File: config.mk
export PLATFORM = sky130hd
export DESIGN_NAME = mdio_apb_bridge_flat
export DESIGN_NICKNAME = d
export VERILOG_FILES = /design/src/rtl/mdio_apb_bridge_pkg.sv /design/src/rtl/mdio_apb_bridge_if.sv /design/src/rtl/mdio_apb_timeout.sv /design/src/rtl/mdio_apb_bridge.sv /design/src/flat_wrapper.sv
export SDC_FILE = /design/constraint.sdc
export NUM_CORES = 1
export LEC_CHECK = 0
export ABC_AREA = 1
export BUFFER_PORTS_ARGS = -buffer_cell sky130_fd_sc_hd__buf_4
export CORE_ASPECT_RATIO = 0.9
export CORE_MARGIN = 5
export CORE_UTILIZATION = 55
export DETAILED_ROUTE_END_ITERATION = 8
export PLACE_DENSITY = 0.93
export SLEW_MARGIN = 25
export SYNTH_ARGS = -nofsm -noshare
export SYNTH_HDL_FRONTEND = slang
export SYNTH_SLANG_ARGS = --single-unit
File: constraint.sdc
create_clock -name clk_200m -period 3.9 [get_ports clk_200m]
set_input_delay 0 -clock clk_200m [delete_from_list [all_inputs] [get_ports clk_200m]]
set_output_delay 0 -clock clk_200m [all_outputs]
set_load 0.005 [all_outputs]
File: src/rtl/mdio_apb_bridge_pkg.sv
// rtl/mdio_apb_bridge_pkg.sv - shared MDIO register-bus types and constants
// Widths match the MDIO backend so request and APB buses line up bit for bit.
package mdio_apb_bridge_pkg;

  localparam int ADDR_W = 21;
  localparam int DATA_W = 16;
  localparam int CNT_W  = 16;
  localparam int ERR_W  = 8;

  localparam logic [DATA_W-1:0] ERR_RDATA_DEF = 16'hFFFF;

  typedef enum logic [2:0] {
    ST_IDLE,
    ST_SETUP,
    ST_ACCESS,
    ST_RESP,
    ST_DROP
  } state_t;

  function automatic logic [ERR_W-1:0] sat_inc(input logic [ERR_W-1:0] v);
    return (v == '1) ? v : v + 1'b1;
  endfunction

endpackage

File: src/rtl/mdio_apb_bridge_if.sv
// rtl/mdio_apb_bridge_if.sv - APB3-style register bus used on both sides of the bridge
interface mdio_apb_bridge_if
  import mdio_apb_bridge_pkg::*;
#(
  parameter int AW = ADDR_W,
  parameter int DW = DATA_W
);
  logic          psel;
  logic          penable;
  logic          pwrite;
  logic [AW-1:0] paddr;
  logic [DW-1:0] pwdata;
  logic          pready;
  logic [DW-1:0] prdata;
  logic          pslverr;

  modport master (
    output psel, penable, pwrite, paddr, pwdata,
    input  pready, prdata, pslverr
  );

  modport slave (
    input  psel, penable, pwrite, paddr, pwdata,
    output pready, prdata, pslverr
  );
endinterface

File: src/rtl/mdio_apb_timeout.sv
// rtl/mdio_apb_timeout.sv - loadable up-counter flagging the last allowed ACCESS cycle
module mdio_apb_timeout
  import mdio_apb_bridge_pkg::*;
#(
  parameter int unsigned LIMIT = 1024
) (
  input  logic clk,
  input  logic rst_n,
  input  logic load,
  input  logic en,
  output logic tc
);
  localparam logic [CNT_W-1:0] LAST = CNT_W'(LIMIT - 1);

  logic [CNT_W-1:0] cnt;

  always_ff @(posedge clk or negedge rst_n) begin
    if (!rst_n) begin
      cnt <= '0;
    end else if (load) begin
      cnt <= '0;
    end else if (en) begin
      cnt <= cnt + 1'b1;
    end
  end

  assign tc = (cnt == LAST);
endmodule

File: src/rtl/mdio_apb_bridge.sv
// rtl/mdio_apb_bridge.sv - re-issues MDIO register requests as bounded APB3 transfers
module mdio_apb_bridge
  import mdio_apb_bridge_pkg::*;
#(
  parameter int unsigned       TIMEOUT_CYC = 1024,
  parameter logic [DATA_W-1:0] ERR_RDATA   = ERR_RDATA_DEF
) (
  input  logic                 clk_200m,
  input  logic                 rstn_200m,
  mdio_apb_bridge_if.slave     req,
  mdio_apb_bridge_if.master    m,
  input  logic                 err_clr,
  output logic [ERR_W-1:0]     err_cnt,
  output logic [ADDR_W-1:0]    err_last_addr,
  output logic                 err_last_timeout
);
  state_t state, state_nxt;
  logic   cnt_load, cnt_en, cnt_tc;
  logic   done, to_evt, err_evt;
  logic   req_penable_unused;

  assign req_penable_unused = req.penable;
  assign req.pslverr        = 1'b0;

  mdio_apb_timeout #(.LIMIT(TIMEOUT_CYC)) u_timeout (
    .clk   (clk_200m),
    .rst_n (rstn_200m),
    .load  (cnt_load),
    .en    (cnt_en),
    .tc    (cnt_tc)
  );

  always_ff @(posedge clk_200m or negedge rstn_200m) begin
    if (!rstn_200m) state <= ST_IDLE;
    else            state <= state_nxt;
  end

  always_comb begin
    state_nxt = state;
    cnt_load  = 1'b0;
    cnt_en    = 1'b0;
    done      = 1'b0;
    to_evt    = 1'b0;
    case (state)
      ST_IDLE:  if (req.psel) state_nxt = ST_SETUP;
      ST_SETUP: begin
        cnt_load  = 1'b1;
        state_nxt = ST_ACCESS;
      end
      ST_ACCESS: begin
        // Ready on the last counted cycle still wins over the timeout.
        if (m.pready) begin
          done      = 1'b1;
          state_nxt = ST_RESP;
        end else if (cnt_tc) begin
          done      = 1'b1;
          to_evt    = 1'b1;
          state_nxt = ST_RESP;
        end else begin
          cnt_en = 1'b1;
        end
      end
      ST_RESP:  state_nxt = ST_DROP;
      // Upstream may still hold its request during the pulse; wait for it to fall.
      ST_DROP:  if (!req.psel) state_nxt = ST_IDLE;
      default:  state_nxt = ST_IDLE;
    endcase
  end

  assign err_evt = done & (to_evt | m.pslverr);

  always_ff @(posedge clk_200m or negedge rstn_200m) begin
    if (!rstn_200m) begin
      m.psel           <= 1'b0;
      m.penable        <= 1'b0;
      m.pwrite         <= 1'b0;
      m.paddr          <= '0;
      m.pwdata         <= '0;
      req.pready       <= 1'b0;
      req.prdata       <= '0;
      err_cnt          <= '0;
      err_last_addr    <= '0;
      err_last_timeout <= 1'b0;
    end else begin
      m.psel     <= (state_nxt == ST_SETUP) || (state_nxt == ST_ACCESS);
      m.penable  <= (state_nxt == ST_ACCESS);
      req.pready <= (state_nxt == ST_RESP);
      if (state == ST_IDLE && req.psel) begin
        m.paddr  <= req.paddr;
        m.pwrite <= req.pwrite;
        m.pwdata <= req.pwdata;
      end
      if (done) begin
        req.prdata <= err_evt ? ERR_RDATA : (m.pwrite ? '0 : m.prdata);
      end
      if (err_clr) begin
        err_cnt          <= '0;
        err_last_addr    <= '0;
        err_last_timeout <= 1'b0;
      end else if (err_evt) begin
        err_cnt          <= sat_inc(err_cnt);
        err_last_addr    <= m.paddr;
        err_last_timeout <= to_evt;
      end
    end
  end
endmodule

File: src/flat_wrapper.sv
// flat-port wrapper written by rule: the top's interface ports become plain ports
module mdio_apb_bridge_flat import mdio_apb_bridge_pkg::*;
#(
  parameter int unsigned       TIMEOUT_CYC = 1024,
  parameter logic [DATA_W-1:0] ERR_RDATA   = ERR_RDATA_DEF
)
  (clk_200m, rstn_200m, err_clr, err_cnt, err_last_addr, err_last_timeout, req_psel, req_penable, req_pwrite, req_paddr, req_pwdata, req_pready, req_prdata, req_pslverr, m_psel, m_penable, m_pwrite, m_paddr, m_pwdata, m_pready, m_prdata, m_pslverr);
  mdio_apb_bridge_if req_i ();
  mdio_apb_bridge_if m_i ();
  input  logic clk_200m;
  input  logic rstn_200m;
  input  logic err_clr;
  output logic [ERR_W-1:0] err_cnt;
  output logic [ADDR_W-1:0] err_last_addr;
  output logic err_last_timeout;
  input wire logic [$bits(req_i.psel)-1:0] req_psel;
  input wire logic [$bits(req_i.penable)-1:0] req_penable;
  input wire logic [$bits(req_i.pwrite)-1:0] req_pwrite;
  input wire logic [$bits(req_i.paddr)-1:0] req_paddr;
  input wire logic [$bits(req_i.pwdata)-1:0] req_pwdata;
  output wire logic [$bits(req_i.pready)-1:0] req_pready;
  output wire logic [$bits(req_i.prdata)-1:0] req_prdata;
  output wire logic [$bits(req_i.pslverr)-1:0] req_pslverr;
  output wire logic [$bits(m_i.psel)-1:0] m_psel;
  output wire logic [$bits(m_i.penable)-1:0] m_penable;
  output wire logic [$bits(m_i.pwrite)-1:0] m_pwrite;
  output wire logic [$bits(m_i.paddr)-1:0] m_paddr;
  output wire logic [$bits(m_i.pwdata)-1:0] m_pwdata;
  input wire logic [$bits(m_i.pready)-1:0] m_pready;
  input wire logic [$bits(m_i.prdata)-1:0] m_prdata;
  input wire logic [$bits(m_i.pslverr)-1:0] m_pslverr;
  assign req_i.psel = req_psel;
  assign req_i.penable = req_penable;
  assign req_i.pwrite = req_pwrite;
  assign req_i.paddr = req_paddr;
  assign req_i.pwdata = req_pwdata;
  assign req_pready = req_i.pready;
  assign req_prdata = req_i.prdata;
  assign req_pslverr = req_i.pslverr;
  assign m_psel = m_i.psel;
  assign m_penable = m_i.penable;
  assign m_pwrite = m_i.pwrite;
  assign m_paddr = m_i.paddr;
  assign m_pwdata = m_i.pwdata;
  assign m_i.pready = m_pready;
  assign m_i.prdata = m_prdata;
  assign m_i.pslverr = m_pslverr;
  mdio_apb_bridge #(.TIMEOUT_CYC(TIMEOUT_CYC), .ERR_RDATA(ERR_RDATA)) u_core (.clk_200m(clk_200m), .rstn_200m(rstn_200m), .req(req_i), .m(m_i), .err_clr(err_clr), .err_cnt(err_cnt), .err_last_addr(err_last_addr), .err_last_timeout(err_last_timeout));
endmodule
# Word level (Yosys, flattened, before mapping)
# Index checks and enable logic that the tools add are counted.
[totals]
reg_bits = 106
inputBits = 61
output_inout_bits = 88
elab_cells = 57
[classes]
addsub = 2
n_eq_ne = 10
mux = 25
n_bitwise = 2
reduce_logical = 6
[ops]
columns = ["operator", "count"]
rows = [
  ["16-bit two-way mux", 4],
  ["21-bit two-way mux", 2],
  ["8-bit two-way mux", 3],
  ["16-bit by 1-bit adder with 16-bit output, second input constant", 1],
  ["16-bit by 10-bit equality test with 1-bit output, second input constant", 1],
  ["3-bit one-hot mux with 5 select lines", 1],
  ["3-bit by 2-bit equality test with 1-bit output, second input constant", 4],
  ["3-bit two-way mux", 4],
  ["1-bit two-way mux", 11],
  ["8-bit by 1-bit adder with 8-bit output, second input constant", 1],
  ["8-bit equality test, second input constant", 1],
  ["3-bit by 1-bit equality test with 1-bit output, second input constant", 2],
  ["2-bit nonzero test", 2],
  ["3-bit equality test, second input constant", 1],
  ["3-bit logical NOT", 1],
  ["2-bit inequality test, second input constant", 1],
  ["2-bit AND reduction", 1],
  ["1-bit AND", 1],
  ["1-bit logical AND", 1],
  ["1-bit logical OR", 1],
  ["1-bit bitwise OR", 1],
]

# Logic depth before layout (Yosys ltp)
[depth]
word_depth = 8
ltp_mapped = 12
depth_no_buf = 11

# Hierarchy
# From an unflattened synthesis, not the netlist that was laid out.
[unflattened]
cells_unflattened = 482
hier_area_um2 = 4709.5
[by_module_without_submodules]
columns = ["mod", "instances", "cells_per_inst", "area_per_inst_um2", "seq_area_each_um2"]
rows = [
  ["mdio_apb_bridge", 1, 353, 3729.8, 2252.2],
  ["mdio_apb_timeout", 1, 129, 979.7, 400.4],
]

# Worst setup path after synthesis
# No wires, ideal clock.
[synth_path]
path_type = "register to register"
start = "register u_core.u_timeout.cnt[0]"
end = "register u_core.err_cnt[6]"
setup_ns = 0.118
t_arrival_ns = 1.511
required_time_ns = 3.782
setup_slack_ns = 2.271
path_stages_with_launch = 12
path_buffers = 1
period_less_slack_ns = 1.629
cell_sequence = "dfrtp_1 -> ha_1 -> nand3_2 -> nor2_2 -> nand2_2 -> nand2_1 -> nand3_2 -> nand2_2 -> buf_6 -> nand2_4 -> nand2_1 -> nand2_1"
[synth_via]
elab_chain_cells = 8
elab_cells_between_ends = 10
cone_classes = "1 x eq/ne; 5 x mux; 2 x bitwise; 2 x reduce/logical"
[synth_rtl]
columns = ["element", "line", "text"]
rows = [
  ["start: declaration", "mdio_apb_timeout.sv:15", "logic [CNT_W-1:0] cnt;"],
  ["start signal: assignment", "mdio_apb_timeout.sv:23", "cnt <= cnt + 1'b1;"],
  ["16-bit by 10-bit equality test with 1-bit output *", "mdio_apb_timeout.sv:27", "assign tc = (cnt == LAST);"],
  ["1-bit two-way mux *", "mdio_apb_bridge.sv:55", "end else if (cnt_tc) begin"],
  ["1-bit two-way mux", "mdio_apb_bridge.sv:52", "if (m.pready) begin"],
  ["1-bit two-way mux", "mdio_apb_bridge.sv:44", "case (state)"],
  ["1-bit bitwise OR", "mdio_apb_bridge.sv:70", "assign err_evt = done & (to_evt | m.pslverr);"],
  ["1-bit AND *", "mdio_apb_bridge.sv:70", ""],
  ["2-bit nonzero test (no source line) *", "--", ""],
  ["2-bit AND reduction (no source line) *", "--", ""],
  ["end signal: assignment", "mdio_apb_bridge.sv:101", "err_cnt <= sat_inc(err_cnt);"],
  ["end: declaration", "mdio_apb_bridge.sv:13", "output logic [ERR_W-1:0] err_cnt,"],
]
# Mark *: on every way between the ends. The rest lies on a longest branch, timed or not.
# A chain may end at the register's enable or synchronous reset.

# Worst setup path in the final report
[layout_path]
start = "register u_core.state[2]"
end = "register u_core.u_timeout.cnt[15]"
[layout_via]
elab_chain_cells = 3
elab_cells_between_ends = 6
cone_classes = "2 x eq/ne; 3 x mux; 1 x reduce/logical"
[layout_rtl]
columns = ["element", "line", "text"]
rows = [
  ["start: declaration", "mdio_apb_bridge.sv:17", "state_t state, state_nxt;"],
  ["start signal: assignment", "mdio_apb_bridge.sv:35", "else state <= state_nxt;"],
  ["3-bit by 1-bit equality test with 1-bit output or 3-bit by 2-bit equality test with 1-bit output (tied branches)", "mdio_apb_bridge.sv:44", ""],
  ["1-bit two-way mux", "mdio_apb_bridge.sv:44", ""],
  ["16-bit two-way mux or 2-bit nonzero test (tied branches)", "--", ""],
]
# Parallel ways exist; a longest one is shown, timed or not.

==> metrics.txt <==
Setup TNS=0 ns; f_max=about 0.39 GHz; vias in the first global route=between 4000 and 5000; Final Skew=roughly 0.021 ns; Placer Congestion=~0.94; Vias=4687; post-cts gate resize count=0; synth unique cells=31; Pwr Density=627 mW/mm^2; Final setup viols=0; Die X=about 110 um; WL final=16700 um; Rows=32; cell internal pwr=between 2 and 3 mW; crit path DAT=2.83 ns; DR WL/cell=between 20 and 25 um; min cycle time layout=approximately 2.5 ns; Final period util=between 60% and 70%; global route hottest layer=met2; CTS Buf Count=9; DR vias/cell=between 5 and 6; part of the power in the clock network=a little under a fifth; top cell type's share of synthesized area=a little under three fifths; slew at the pin with the worst max-slew slack=around 1.1 ns; MaxCap Viol Count=0; synthesis-stage register bit count=106; Post-Layout Inst Area=about 0.0067 mm^2; Worst Reg-to-Reg Cells=5; post-synth net total=between 500 and 600; I/O Pins=around 150; H-tree level count=3; min-delay src=m_prdata[8]; Reg2Reg Launch Point=u_core.state[2]$_DFF_PN0_; slack of the critical path=approximately 1.4 ns; grt total ovfl=0; Area Growth Syn to Fin=40.7%; Static Leak=roughly 3.4 nW; CTS tree=yes; Sw Share=37.8%; met1 GRT Util=a little over a third; r2r endpoint=u_core.u_timeout.cnt[15]$_DFFE_PN0P_; Reg power frac=43.6%; IO buf count=~150; synthesized cell area=~0.0047 mm^2; CORE AREA=~0.0085 mm^2; layout cell share with drive strength beyond 1=between 30% and 40%; Avg Cell Area, Syn=around 9.3 um^2; Die ar.=between 0.01 and 0.015 mm^2; P_sw=around 1.6 mW; global-route met2 utilization=a little under three fifths; WS Path Type=reg -> reg; most common library cell in the layout ignoring fill and taps=nand2_1; unrepaired setup endpoints after global routing=no; Final Slew Violations=0; initial cell density of the core=between 50% and 60%; GR met3 Demand/Resource=under 10%; Worst Hold Class=in -> reg; nets@finish=770; cell taking the most area after synthesis=dfrtp_1; initial DRC count=between 400 and 500; Slew HR=approximately 28%; peak supply drop=405 uV; postcts setup bufs=0; Synth area leaders=dfrtp_1 (56%), nand2_1 (14%), mux2_2 (9.0%); final hold vios=0; Clock Path Buffers=2; Seq/Total Area, Yosys=56.0%; fin cells=around 830; most frequent cells in the layout=nand2_1 (177), buf_4 (147), dfrtp_1 (106), dlygate4sd3_1 (56), inv_1 (43); Comb power frac=a little under two fifths; Worst setup EP type=register; Die H=around 98 um; DRC violations left=0; Placed Area=slightly below 0.006 mm^2; first-pass GRT wire length=about 26000 um; Tot Pwr=around 4.2 mW; pre-CTS setup slack=1.53 ns; CP Data Required Time=roughly 4.2 ns; Worst Setup Start Kind=register; Root Buffer=clkbuf_8; largest net degree at the start of global routing=71; gate count of the mapped netlist=roughly 500; WHS Endpoint=u_core.req.prdata[8]$_DFFE_PN0P_; count of yosys warnings during synthesis=0; WHS=~0.040 ns; Inst Count DP=~760; hold path cells=5; CTS sink cnt=about 110; clock slew at reported path FFs=0.13 ns; GRT Total Usage=roughly a third; number of routed nets with antenna violations=0; outcome=complete, no violations; clock latency on the worst-skew pair=between 0.3 and 0.4 ns; worst-path fanout max=11; drt first pass iters=8; DP HPWL=around 8700 um; initial antenna violation count=1; r2r setup slk=approximately 1.4 ns; fin util=78.5%
## flip-flops by register name, indices dropped and copies added (netlist names)
signal / flops
u_core.m.pwrite: 1
u_core.m.paddr: 21
u_core.err_cnt: 8
u_core.err_last_timeout: 1
u_core.err_last_addr: 21
u_core.state: 3
u_core.req.pready: 1
u_core.m.psel: 1
u_core.m.penable: 1
u_core.req.prdata: 16
u_core.m.pwdata: 16
u_core.u_timeout.cnt: 16
## cells in the mapped netlist
master	number
a21oi_1	2
a21oi_4	1
buf_2	7
buf_4	2
buf_6	4
clkbuf_1	4
clkinv_1	1
conb_1	1
dfrtp_1	106
ha_1	2
inv_1	43
inv_2	3
mux2_2	38
nand2_1	177
nand2_2	3
nand2_4	1
nand3_1	21
nand3_2	2
nand4_1	11
nand4_2	1
nor2_1	30
nor2_2	2
nor3_1	7
nor3b_1	1
o21ai_0	22
o21ai_1	4
o21bai_1	1
o22ai_1	1
o31ai_1	3
xnor2_1	3
xor2_1	6
## power by group through the flow
| stage | sequential (mW) | combinational (mW) | clock [mW] |
|---|---|---|---|
| 5_1_grt | 1.85 | 1.69 | 0.801 |
| 4_1_cts | 1.74 | 1.47 | 0.741 |
| 3_3_place_gp | 1.73 | 1.36 | 0 |
| 2_1_floorplan | 1.74 | 0.651 | 0 |
| 3_5_place_dp | 1.76 | 1.42 | 0 |
| 6_report | 1.82 | 1.59 | 0.761 |
## metal layers
metal  vias up  part of all wire (%)
met3       100                   8.2
li1       2008                     -
met4         0                   7.0
met1      2228                    34
met5         -                     0
met2       351                    51
## cell families after synthesis
| kind of cell | Yosys count | synth area share, % |
|---|---|---|
| and+or+nand+nor | 256 | 22.6 |
| DFF | 106 | 56.0 |
| buffers and inverters | 64 | 6.05 |
| muxes | 38 | 9.04 |
| AOI/OAI and AO/OA | 34 | 4.07 |
| xor gates and xnor gates | 9 | 1.66 |
| adders and majority gates | 2 | 0.528 |
| other | 1 | 0.0792 |
## worst max-delay path by stage
stage,depth (start not counted),slack (ns),startpoint,end
2_1_floorplan,11,2.27,u_core.u_timeout.cnt[0]$_DFFE_PN0P_,u_core.err_cnt[6]$_DFFE_PN0P_
3_3_place_gp,6,1.62,u_core.state[1]$_DFF_PN0_,u_core.u_timeout.cnt[2]$_DFFE_PN0P_
3_5_place_dp,9,1.53,u_core.u_timeout.cnt[0]$_DFFE_PN0P_,u_core.err_last_addr[10]$_DFFE_PN0P_
4_1_cts,9,1.50,u_core.u_timeout.cnt[0]$_DFFE_PN0P_,u_core.err_last_addr[10]$_DFFE_PN0P_
5_1_grt,6,1.21,u_core.state[2]$_DFF_PN0_,u_core.u_timeout.cnt[6]$_DFFE_PN0P_
6_report,5,1.36,u_core.state[2]$_DFF_PN0_,u_core.u_timeout.cnt[15]$_DFFE_PN0P_
## worst max-delay path, cell delays in order, from the launching register on
cell	delay, ns
dfrtp_1	0.44
nor3_1	0.61
inv_1	0.38
nand2_1	0.48
inv_1	0.27
o21ai_0	0.26
## timing repair
item                                    4_1_cts  5_1_grt
hold buffers                                 56        0
endpoints found under the setup margin        0        0
hold endpoints to repair                    128        0
## final cells by class
cell class,count,area [um^2]
inverters,47,176
flip-flops and latches,106,2650
multi-input cells,340,1800
clock buffers,9,124
repair buffers,203,1660
diodes,1,2.50
clock inverters,7,95.1
well taps,119,149
fillers,460,1820
(Power assumes the default switching activity.)
